**src/rtl/pad_shifter_if.sv**
```systemverilog
// pad_shifter_if: CPU-side bus bundle for the controller port block.
// Carries the $4016 write, per-port read strobes, pad state and serial data.
interface pad_shifter_if #(
    parameter int NUM_PORTS = 2,
    parameter int BUTTONS   = 8,
    parameter int MULTITAP  = 0
);
    localparam int NUM_PADS = NUM_PORTS * (MULTITAP + 1);

    logic                          cpu_en;
    logic [NUM_PADS*BUTTONS-1:0]   buttons;
    logic                          strobe_wr;
    logic                          strobe_data;
    logic [NUM_PORTS-1:0]          read;
    logic [NUM_PORTS-1:0]          port_data;
    logic [NUM_PORTS-1:0]          done;

    modport master (
        output cpu_en,
        output buttons,
        output strobe_wr,
        output strobe_data,
        output read,
        input  port_data,
        input  done
    );

    modport slave (
        input  cpu_en,
        input  buttons,
        input  strobe_wr,
        input  strobe_data,
        input  read,
        output port_data,
        output done
    );
endinterface

```
**src/rtl/pad_shifter.sv**
```systemverilog
// pad_shifter: strobe/latch/shift controller ports for up to 4 ports,
// with optional two-pad-plus-signature chaining per port.
module pad_shifter #(
    parameter int NUM_PORTS = 2,
    parameter int BUTTONS   = 8,
    parameter int MULTITAP  = 0
) (
    input  logic             clk,
    input  logic             reset,
    pad_shifter_if.slave     io_bus
);
    localparam int LEN = (MULTITAP != 0) ? (2 * BUTTONS + 8) : BUTTONS;
    localparam int CW  = $clog2(LEN + 1);
    localparam logic [CW-1:0]  LEN_C  = CW'(LEN);
    localparam logic [LEN-1:0] FILL_C = LEN'(1) << (LEN - 1);

    logic                 r_strobe_q;
    logic [LEN-1:0]       r_sh  [NUM_PORTS];
    logic [CW-1:0]        r_cnt [NUM_PORTS];
    logic [LEN-1:0]       w_img [NUM_PORTS];
    logic [NUM_PORTS-1:0] w_port_data;
    logic [NUM_PORTS-1:0] w_done;

    // Load image per port: the pad alone, or signature/second pad/first pad.
    for (genvar p = 0; p < NUM_PORTS; p++) begin : g_img
        if (MULTITAP != 0) begin : g_mt
            localparam logic [7:0] SIG = 8'h08 >> p;
            assign w_img[p] = {
                SIG,
                io_bus.buttons[(p+NUM_PORTS)*BUTTONS +: BUTTONS],
                io_bus.buttons[p*BUTTONS +: BUTTONS]
            };
        end else begin : g_single
            assign w_img[p] = io_bus.buttons[p*BUTTONS +: BUTTONS];
        end
    end

    // Strobe latch, shift registers and saturating counters; all gated by cpu_en.
    always_ff @(posedge clk) begin
        if (reset) begin
            r_strobe_q <= 1'b0;
            for (int p = 0; p < NUM_PORTS; p++) begin
                r_sh[p]  <= '1;
                r_cnt[p] <= LEN_C;
            end
        end else if (io_bus.cpu_en) begin
            if (io_bus.strobe_wr) begin
                r_strobe_q <= io_bus.strobe_data;
                for (int p = 0; p < NUM_PORTS; p++) begin
                    r_sh[p]  <= w_img[p];
                    r_cnt[p] <= '0;
                end
            end else if (r_strobe_q) begin
                for (int p = 0; p < NUM_PORTS; p++) begin
                    r_sh[p]  <= w_img[p];
                    r_cnt[p] <= '0;
                end
            end else begin
                for (int p = 0; p < NUM_PORTS; p++) begin
                    if (io_bus.read[p]) begin
                        r_sh[p] <= (r_sh[p] >> 1) | FILL_C;
                        if (r_cnt[p] != LEN_C) begin
                            r_cnt[p] <= r_cnt[p] + 1'b1;
                        end
                    end
                end
            end
        end
    end

    // Serial bit is the register LSB, so data is valid in the read cycle itself.
    always_comb begin
        w_port_data = '0;
        w_done      = '0;
        for (int p = 0; p < NUM_PORTS; p++) begin
            w_port_data[p] = r_sh[p][0];
            w_done[p]      = (r_cnt[p] == LEN_C);
        end
    end

    assign io_bus.port_data = w_port_data;
    assign io_bus.done      = w_done;
endmodule
```
**src/flat_wrapper.sv**
```systemverilog
// flat-port wrapper written by rule: the top's interface ports become plain ports
module pad_shifter_flat 
#(
    parameter int NUM_PORTS = 2,
    parameter int BUTTONS   = 8,
    parameter int MULTITAP  = 0
)
  (clk, reset, io_bus_cpu_en, io_bus_buttons, io_bus_strobe_wr, io_bus_strobe_data, io_bus_read, io_bus_port_data, io_bus_done);
  pad_shifter_if #(.NUM_PORTS(NUM_PORTS), .BUTTONS(BUTTONS), .MULTITAP(MULTITAP)) io_bus_i ();
  input  logic clk;
  input  logic reset;
  input wire logic [$bits(io_bus_i.cpu_en)-1:0] io_bus_cpu_en;
  input wire logic [$bits(io_bus_i.buttons)-1:0] io_bus_buttons;
  input wire logic [$bits(io_bus_i.strobe_wr)-1:0] io_bus_strobe_wr;
  input wire logic [$bits(io_bus_i.strobe_data)-1:0] io_bus_strobe_data;
  input wire logic [$bits(io_bus_i.read)-1:0] io_bus_read;
  output wire logic [$bits(io_bus_i.port_data)-1:0] io_bus_port_data;
  output wire logic [$bits(io_bus_i.done)-1:0] io_bus_done;
  assign io_bus_i.cpu_en = io_bus_cpu_en;
  assign io_bus_i.buttons = io_bus_buttons;
  assign io_bus_i.strobe_wr = io_bus_strobe_wr;
  assign io_bus_i.strobe_data = io_bus_strobe_data;
  assign io_bus_i.read = io_bus_read;
  assign io_bus_port_data = io_bus_i.port_data;
  assign io_bus_done = io_bus_i.done;
  pad_shifter #(.NUM_PORTS(NUM_PORTS), .BUTTONS(BUTTONS), .MULTITAP(MULTITAP)) u_core (.clk(clk), .reset(reset), .io_bus(io_bus_i));
endmodule
```
**config.mk**
```make
export PLATFORM = sky130hd
export DESIGN_NAME = pad_shifter_flat
export DESIGN_NICKNAME = d
export VERILOG_FILES = /design/src/rtl/pad_shifter_if.sv /design/src/rtl/pad_shifter.sv /design/src/flat_wrapper.sv
export SDC_FILE = /design/constraint.sdc
export NUM_CORES = 1
export LEC_CHECK = 0
export CORE_MARGIN = 5
export CORE_UTILIZATION = 45
export DETAILED_ROUTE_END_ITERATION = 10
export GPL_ROUTABILITY_DRIVEN = 0
export PLACE_DENSITY = 0.72
export SLEW_MARGIN = 10
export SYNTH_ARGS = -nofsm -noshare
export SYNTH_HDL_FRONTEND = slang
export SYNTH_SLANG_ARGS = --single-unit
```
**constraint.sdc**
```tcl
create_clock -name clk -period 2.1 [get_ports clk]
set_input_delay 0.315 -clock clk [delete_from_list [all_inputs] [get_ports clk]]
set_output_delay 0.315 -clock clk [all_outputs]
set_load 0.01 [all_outputs]
```
-- Word level (Yosys, flattened, before mapping)
Memory sizes are Yosys's and may differ from the RTL's.
Index checks and enable logic that the tools add are counted.
- div/mod/pow operators: 0
- add/sub/neg operators: 2
- order comparisons: 0
- muxes and demuxes: 49
- reductions and logical operators: 1
- bitwise gates (word level): 12
- multiply operators: 0
- equal/unequal tests: 4
- shift operators: 0
- operator list (cell ; count):
    8-bit 2-to-1 mux ; 6
    1-bit 2-to-1 mux ; 37
    4-bit 2-to-1 mux ; 6
    1-bit bitwise OR ; 12
    4-bit by 1-bit adder with 4-bit output, second input constant ; 2
    4-bit == test, second input constant ; 2
    4-bit inequality test, second input constant ; 2
    2-bit AND reduction ; 1
- bits in latches: 0
- logic and storage cells: 71
- bits in read-only memories: 0
- bits in registers: 1
- memories kept: 2
- RAM bits: 24
- memories (memory ; depth ; bits a word ; rd ports ; clocked after Yosys merged registers in ; wr ports ; line ; source):
    u_core.r_sh ; 2 ; 8 ; 2 ; 0 ; 2 ; pad_shifter.sv:18 ; logic [LEN-1:0] r_sh [NUM_PORTS];
    u_core.r_cnt ; 2 ; 4 ; 2 ; 0 ; 2 ; pad_shifter.sv:19 ; logic [CW-1:0] r_cnt [NUM_PORTS];

-- Depth between registers and ports, before layout
Gate-level depths: netlist (run 1).
- depth after elaboration: 9
- gate-level depth with buffers: 6
- depth with buffers taken out: 5

-- Least setup slack after synthesis (run 1)
No wires, ideal clock.
- path kind: input port to flip-flop
- start point: in io_bus_cpu_en
- end point: mem u_core.r_sh[0][10] (netlist bit), data pin
- setup slack: 355 ps
- cell stages on the path: 6
- data arrival time: 1489 ps
- required time: 1844 ps
- path through: buf_4 -> or4b_1 -> buf_2 -> o21bai_4 -> buf_6 -> o22a_1
- RTL lines (element ; line ; source):
    from (decl) ; flat_wrapper.sv:12 ; input wire logic [$bits(io_bus_i.cpu_en)-1:0] io_bus_cpu_en;
    to (decl) ; pad_shifter.sv:18 ;

==> key figures, run 1 <==
Status
  – Status: finished, final reports clean

Clock network
  – Later-pin clock latency in the skew report: 0.32 ns
  – CTS Sinks: 25
  – Hold-fix buffers, CTS: 0
  – Cts bufs inserted: 3
  – Longest Clk Path Bufs: 2
  – TritonCTS clock tree: built
  – Htree depth: 1
  – Setup Fix Bufs, Post-CTS: 0
  – Root buffer cell: clkbuf_4
  – Post-CTS Resized: 0
  – Reg clk slew, reported paths: 0.15 ns

Logic synthesis
  – Seq/Total Area, Yosys: 60.3%
  – Mapped Cells: 91
  – Distinct cell type count after synthesis: 24
  – Yosys warning total: 0
  – Avg Synthesized Cell Area: 13.5 um^2
  – FF+latch count, synth: 25
  – Syn nets: 118
  – Syn Std Cell Area: 0.00123 mm^2

Min path
  – Hold Crit Endpoint: u_core.r_strobe_q
  – Hold path startpoint: u_core.r_strobe_q
  – Worst hold path cell count: 2
  – Hold Path Class: reg2reg

Placed design
  – Post-DP Area: 0.00151 mm^2
  – Number of port buffers: 26
  – Post-placement cell count: 145
  – Post-place setup slack: 0.0720 ns
  – HPWL after detailed placement: 1710 um

Global routing
  – Initial antenna violation count: 0
  – Vias in the first global route: 836
  – Total grt overflow: 0
  – Aggregate global-route resource usage: 11.7%
  – Largest net degree at the start of global routing: 17
  – First-pass GRT wire length: 3680 um

Drt
  – Metal-1 WL: 1080 um
  – Wirelength, routed: 2320 um
  – Vias per cell: 5.25
  – 1st-iter DRT viols: 10
  – Remaining DRCs: 0
  – Met3 WL: 123 um
  – First drt pass iteration count: 3
  – Via count: 814
  – Top layer in use: met4
  – Avg WL per Cell: 15.0 um
  – WL met2: 1100 um
  – DRT antenna net count: 0

Pwr
  – Pwr Total: 0.963 mW
  – Maximum vdd drop: 373 uV
  – Leak pwr: 0.527 nW
  – Power per cell area: 607 mW/mm^2

Timing
  – Clock Skews: 0.0147 ns
  – Pins over their slew limit: 0
  – Tightest Pin Transition: 0.642 ns
  – Minimum clock period: 1.99 ns
  – Final hold viol count: 0
  – Final period util: 94.6%
  – Minimum hold slack: 0.487 ns
  – Fmax: 0.503 GHz
  – RSZ-0062 raised after global routing: no
  – # setup viols final: 0
  – Setup ws final: 0.114 ns
  – Setup TNS: 0 ns
  – Slew headroom: 57.2%

Floorplanning
  – Rows: 19
  – Die area: 0.00388 mm^2
  – Starting density of the core: 45.7%
  – Chip height: 62.3 um
  – Die Width: 62.3 um
  – # IOs: 27
  – Core Box Area: 0.00269 mm^2

Finish
  – Layout area overhead: 29.0%
  – Final core utilization: 59.0%
  – Fraction of layout cells with a size suffix above 1: 14.5%
  – Diodes inserted: 0
  – Finished Layout Cells: 155
  – Nets: 152
  – Design area: 0.00159 mm^2

Setup path
  – Crit Reg-Reg Startpoint: u_core.r_cnt[0][4]
  – Crit-path max FO: 3
  – Reg2reg path depth: 6
  – Crit path capture type: output pin
  – R2r setup slk: 0.28 ns
  – Crit start category: flip-flop
  – Crit Path Category: reg2out
  – Worst R2R End: u_core.r_cnt[0][5]
  – Worst Path Arrival: 1.67 ns
  – WP data required: 1.78 ns

Job
  – Max-cap violations: 0
[state kept, by name (all words and copies together), names as in the netlist]
signal	count
u_core.r_sh	16
u_core.r_cnt	8
u_core.r_strobe_q	1
[layout by cell type, fill, tap and decap left out, types with 4 or more instances in the layout]
cell type        instances
clkdlybuf4s50_1         26
edfxtp_1                24
o22a_1                  14
buf_4                   10
inv_1                    6
xnor2_1                  4
a21o_1                   4
nor3_1                   4
ha_1                     4
[layout make-up]
type | count | area (um^2)
timing repair buffer | 36 | 335
tap | 31 | 38.8
sequential | 25 | 741
clock inverter | 1 | 7.51
fill | 235 | 1100
multi-input combinational | 53 | 418
inverter | 6 | 22.5
clock buffer | 3 | 22.5
[worst max path at each step]
stage                               endpoint  slack, ns               start
after floorplan           u_core.r_sh[0][10]       0.35       io_bus_cpu_en
after global placement    u_core.r_sh[0][10]       0.09               reset
after detailed placement   u_core.r_sh[0][8]       0.07               reset
after CTS                     io_bus_done[1]      0.007  u_core.r_cnt[0][4]
after global routing          io_bus_done[0]      0.004  u_core.r_cnt[0][1]
final                         io_bus_done[0]       0.11  u_core.r_cnt[0][0]
[cells in the mapped netlist, drive strengths merged]
master	instances	share of area, %
a21o	4	2.4
a21oi	1	0.41
a22oi	1	0.61
buf	6	3.6
clkbuf	1	0.31
dfxtp	1	1.6
edfxtp	24	59
ha	4	4.1
inv	6	1.8
nand2	2	0.61
nand2b	2	1.0
nand3	3	1.2
nand3b	3	1.8
nor3	4	1.6
nor3b	2	1.2
o21ai	2	0.81
o21bai	1	1.5
o22a	14	10
o31a	2	1.4
or2	3	1.5
or4b	1	0.81
xnor2	4	2.9
[kinds of logic after synthesis]
family          after synthesis  synth area share, %
compound gates               25                 17.2
buf+inv                      13                 5.70
simple gates                 20                 9.88
fa+ha+maj                     4                 4.07
xor+xnor                      4                 2.85
flops                        25                 60.3
[metal layers]
layer  up-vias  GRT usage, %
li1        415             -
met1       381          14.4
met2        16          19.3
met3         2          3.24
met4         0          4.77
met5         -             0
[where the power goes]
| group | switching [mW] | internal, mW | leakage (nW) |
|---|---|---|---|
| clock | 0.145 | 0.0726 | 0.0139 |
| sequential | 0.0105 | 0.572 | 0.217 |
| combinational | 0.0687 | 0.0940 | 0.296 |
[critical path, stage by stage (launching register included)]
cell             delay (ns)
edfxtp_1               0.43
inv_1                  0.08
ha_1                   0.14
nand3b_1               0.12
inv_1                  0.07
clkdlybuf4s50_1        0.53
Power figures use the tool's default switching activity.
==> run 2, diff against run 1 <==
--- a/config.mk
+++ b/config.mk
@@ -7,6 +7,7 @@
 export LEC_CHECK = 0
 export CORE_MARGIN = 5
 export CORE_UTILIZATION = 45
+export CTS_BUF_LIST = sky130_fd_sc_hd__clkbuf_4 sky130_fd_sc_hd__clkbuf_8
 export DETAILED_ROUTE_END_ITERATION = 10
 export GPL_ROUTABILITY_DRIVEN = 0
 export PLACE_DENSITY = 0.72
==> results of run 2 <==
Final layout, timing and power as in run 1 (identical DEF).
==> run 3, diff against run 2 <==
--- a/config.mk
+++ b/config.mk
@@ -10,7 +10,7 @@
 export CTS_BUF_LIST = sky130_fd_sc_hd__clkbuf_4 sky130_fd_sc_hd__clkbuf_8
 export DETAILED_ROUTE_END_ITERATION = 10
 export GPL_ROUTABILITY_DRIVEN = 0
-export PLACE_DENSITY = 0.72
+export PLACE_DENSITY = 0.81
 export SLEW_MARGIN = 10
 export SYNTH_ARGS = -nofsm -noshare
 export SYNTH_HDL_FRONTEND = slang
==> run 3 against run 2 <==
Effect of this change: sequential power barely moved; final cell count decreased by 2.6%; count of clock-buffer cells in the layout stayed put; fmax increased by 12%; first-iteration DRC count grew to 2.6 times the previous value; clock power down 4%; die area unchanged; critical path depth unchanged; non-clock buffer count is 4 lower; worst setup slack improved by 0.22 ns; utilization down 1.0 points; power shrank 2.2%; largest power group unchanged.
==> key figures, run 3 (same netlist as run 1, synthesis figures left out) <==
Status
  – Status: finished, final reports clean

Clock network
  – Root buffer cell: clkbuf_4
  – Cts bufs inserted: 3
  – Longest Clk Path Bufs: 2
  – Later-pin clock latency in the skew report: 0.31 ns
  – Reg clk slew, reported paths: 0.14 ns
  – CTS Sinks: 25
  – TritonCTS clock tree: built
  – Hold-fix buffers, CTS: 0
  – Htree depth: 1

Floorplanning
  – Starting density of the core: 45.7%
  – # IOs: 27
  – Rows: 19
  – Core Box Area: 0.00269 mm^2
  – Die area: 0.00388 mm^2
  – Chip height: 62.3 um
  – Die Width: 62.3 um

Timing
  – Minimum clock period: 1.77 ns
  – RSZ-0062 raised after global routing: no
  – Slew headroom: 59.0%
  – Pins over their slew limit: 0
  – Tightest Pin Transition: 0.614 ns
  – Fmax: 0.566 GHz
  – # setup viols final: 0
  – Final period util: 84.1%
  – Setup TNS: 0 ns
  – Clock Skews: 0.0126 ns
  – Setup ws final: 0.334 ns
  – Final hold viol count: 0

Finish
  – Largest regs: u_core.r_sh: 16 flops, u_core.r_cnt: 8 flops, u_core.r_strobe_q: 1 flops
  – Layout area overhead: 26.8%
  – Max reg flops: 16
  – Finished Layout Cells: 151
  – Diodes inserted: 0
  – Nets: 148
  – Fraction of layout cells with a size suffix above 1: 11.7%
  – Register with the most flip-flops: u_core.r_sh
  – Commonest cells after routing, fill and taps aside: 24 x clkdlybuf4s50_1, 24 x edfxtp_1, 14 x o22a_1

Min path
  – Hold path startpoint: u_core.r_strobe_q
  – Hold Path Class: reg2reg

Drt
  – First drt pass iteration count: 4
  – 1st-iter DRT viols: 26
  – Wirelength, routed: 2180 um
  – DRT antenna net count: 0
  – Via count: 798
  – Avg WL per Cell: 14.4 um
  – Remaining DRCs: 0
  – Vias per cell: 5.28

Global routing
  – Initial antenna violation count: 0
  – Largest net degree at the start of global routing: 15
  – Aggregate global-route resource usage: 11.7%
  – Vias in the first global route: 841
  – First-pass GRT wire length: 3730 um
  – Total grt overflow: 0

Setup path
  – Crit start category: flip-flop
  – WP data required: 2.16 ns
  – Crit Reg-Reg Startpoint: u_core.r_cnt[0][4]
  – Crit path capture type: flip-flop
  – Worst Path Arrival: 1.82 ns
  – Crit Path Category: reg2reg
  – Crit-path max FO: 8
  – Crit. Startpoint: u_core.r_cnt[0][4]

Job
  – Max-cap violations: 0

Pwr
  – Leak pwr: 0.535 nW
  – Power per cell area: 604 mW/mm^2
  – Maximum vdd drop: 391 uV

Placed design
  – Number of port buffers: 26
  – HPWL after detailed placement: 1670 um
  – Post-placement cell count: 146
  – Post-place setup slack: 0.0744 ns
[run 3: metrics by stage]
stage / util, % / cell area (um^2) / total power, mW / hold WS (ns)
global route: 58.0 / 1560 / 0.990 / 0.518
finish: 58.0 / 1560 / 0.941 / 0.480
CTS: 57.5 / 1550 / 0.949 / 0.484
global placement: 56.5 / 1520 / 0.739 / 0.446
floorplan: - / 1230 / 0.667 / 0.384
detailed placement: 56.5 / 1520 / 0.744 / 0.467
[run 3: layout make-up]
cell class | instances | area [um^2]
fillers | 223 | 1130
flip-flops and latches | 25 | 741
multi-input cells | 53 | 418
repair buffers | 32 | 310
well taps | 31 | 38.8
clock buffers | 3 | 22.5
inverters | 6 | 22.5
clock inverters | 1 | 5.00
[run 3: power breakdown]
part           internal [mW]  total [mW]  switching (mW)
combinational         0.0846       0.149          0.0642
sequential             0.572       0.584          0.0118
clock                 0.0710       0.209           0.138
total                  0.727       0.941           0.214
[run 3: worst paths after layout]
check / endpoint / slack, ns / cells after the start
setup / recovery: u_core.r_cnt[0][5] / 0.33 / 5
hold reg to reg: u_core.r_strobe_q / 0.48 / 2
hold / removal: u_core.r_strobe_q / 0.48 / 2
setup reg to reg: u_core.r_cnt[0][5] / 0.33 / 5
[run 3: routing by layer]
metal	share of wire, %	vias to the layer above	routed length, um	track usage [%]
met3	6.9	2	150	3.60
met4	0.46	0	10	3.98
met2	48	21	1040	18.8
met5	0	-	0	0
met1	45	374	977	15.0
li1	-	401	-	-
[run 3: timing repair]
| action | 4_1_cts | 5_1_grt |
|---|---|---|
| resized for setup | 0 | 2 |
| setup buffers | 0 | 1 |
| endpoints found under the setup margin | 0 | 2 |
[run 3: worst max-delay path: stages, from the launching register on]
cell and delay (ns):
edfxtp_1 0.46, inv_1 0.08, ha_1 0.14, nand3b_1 0.15, a22oi_1 0.56, nor3b_1 0.13
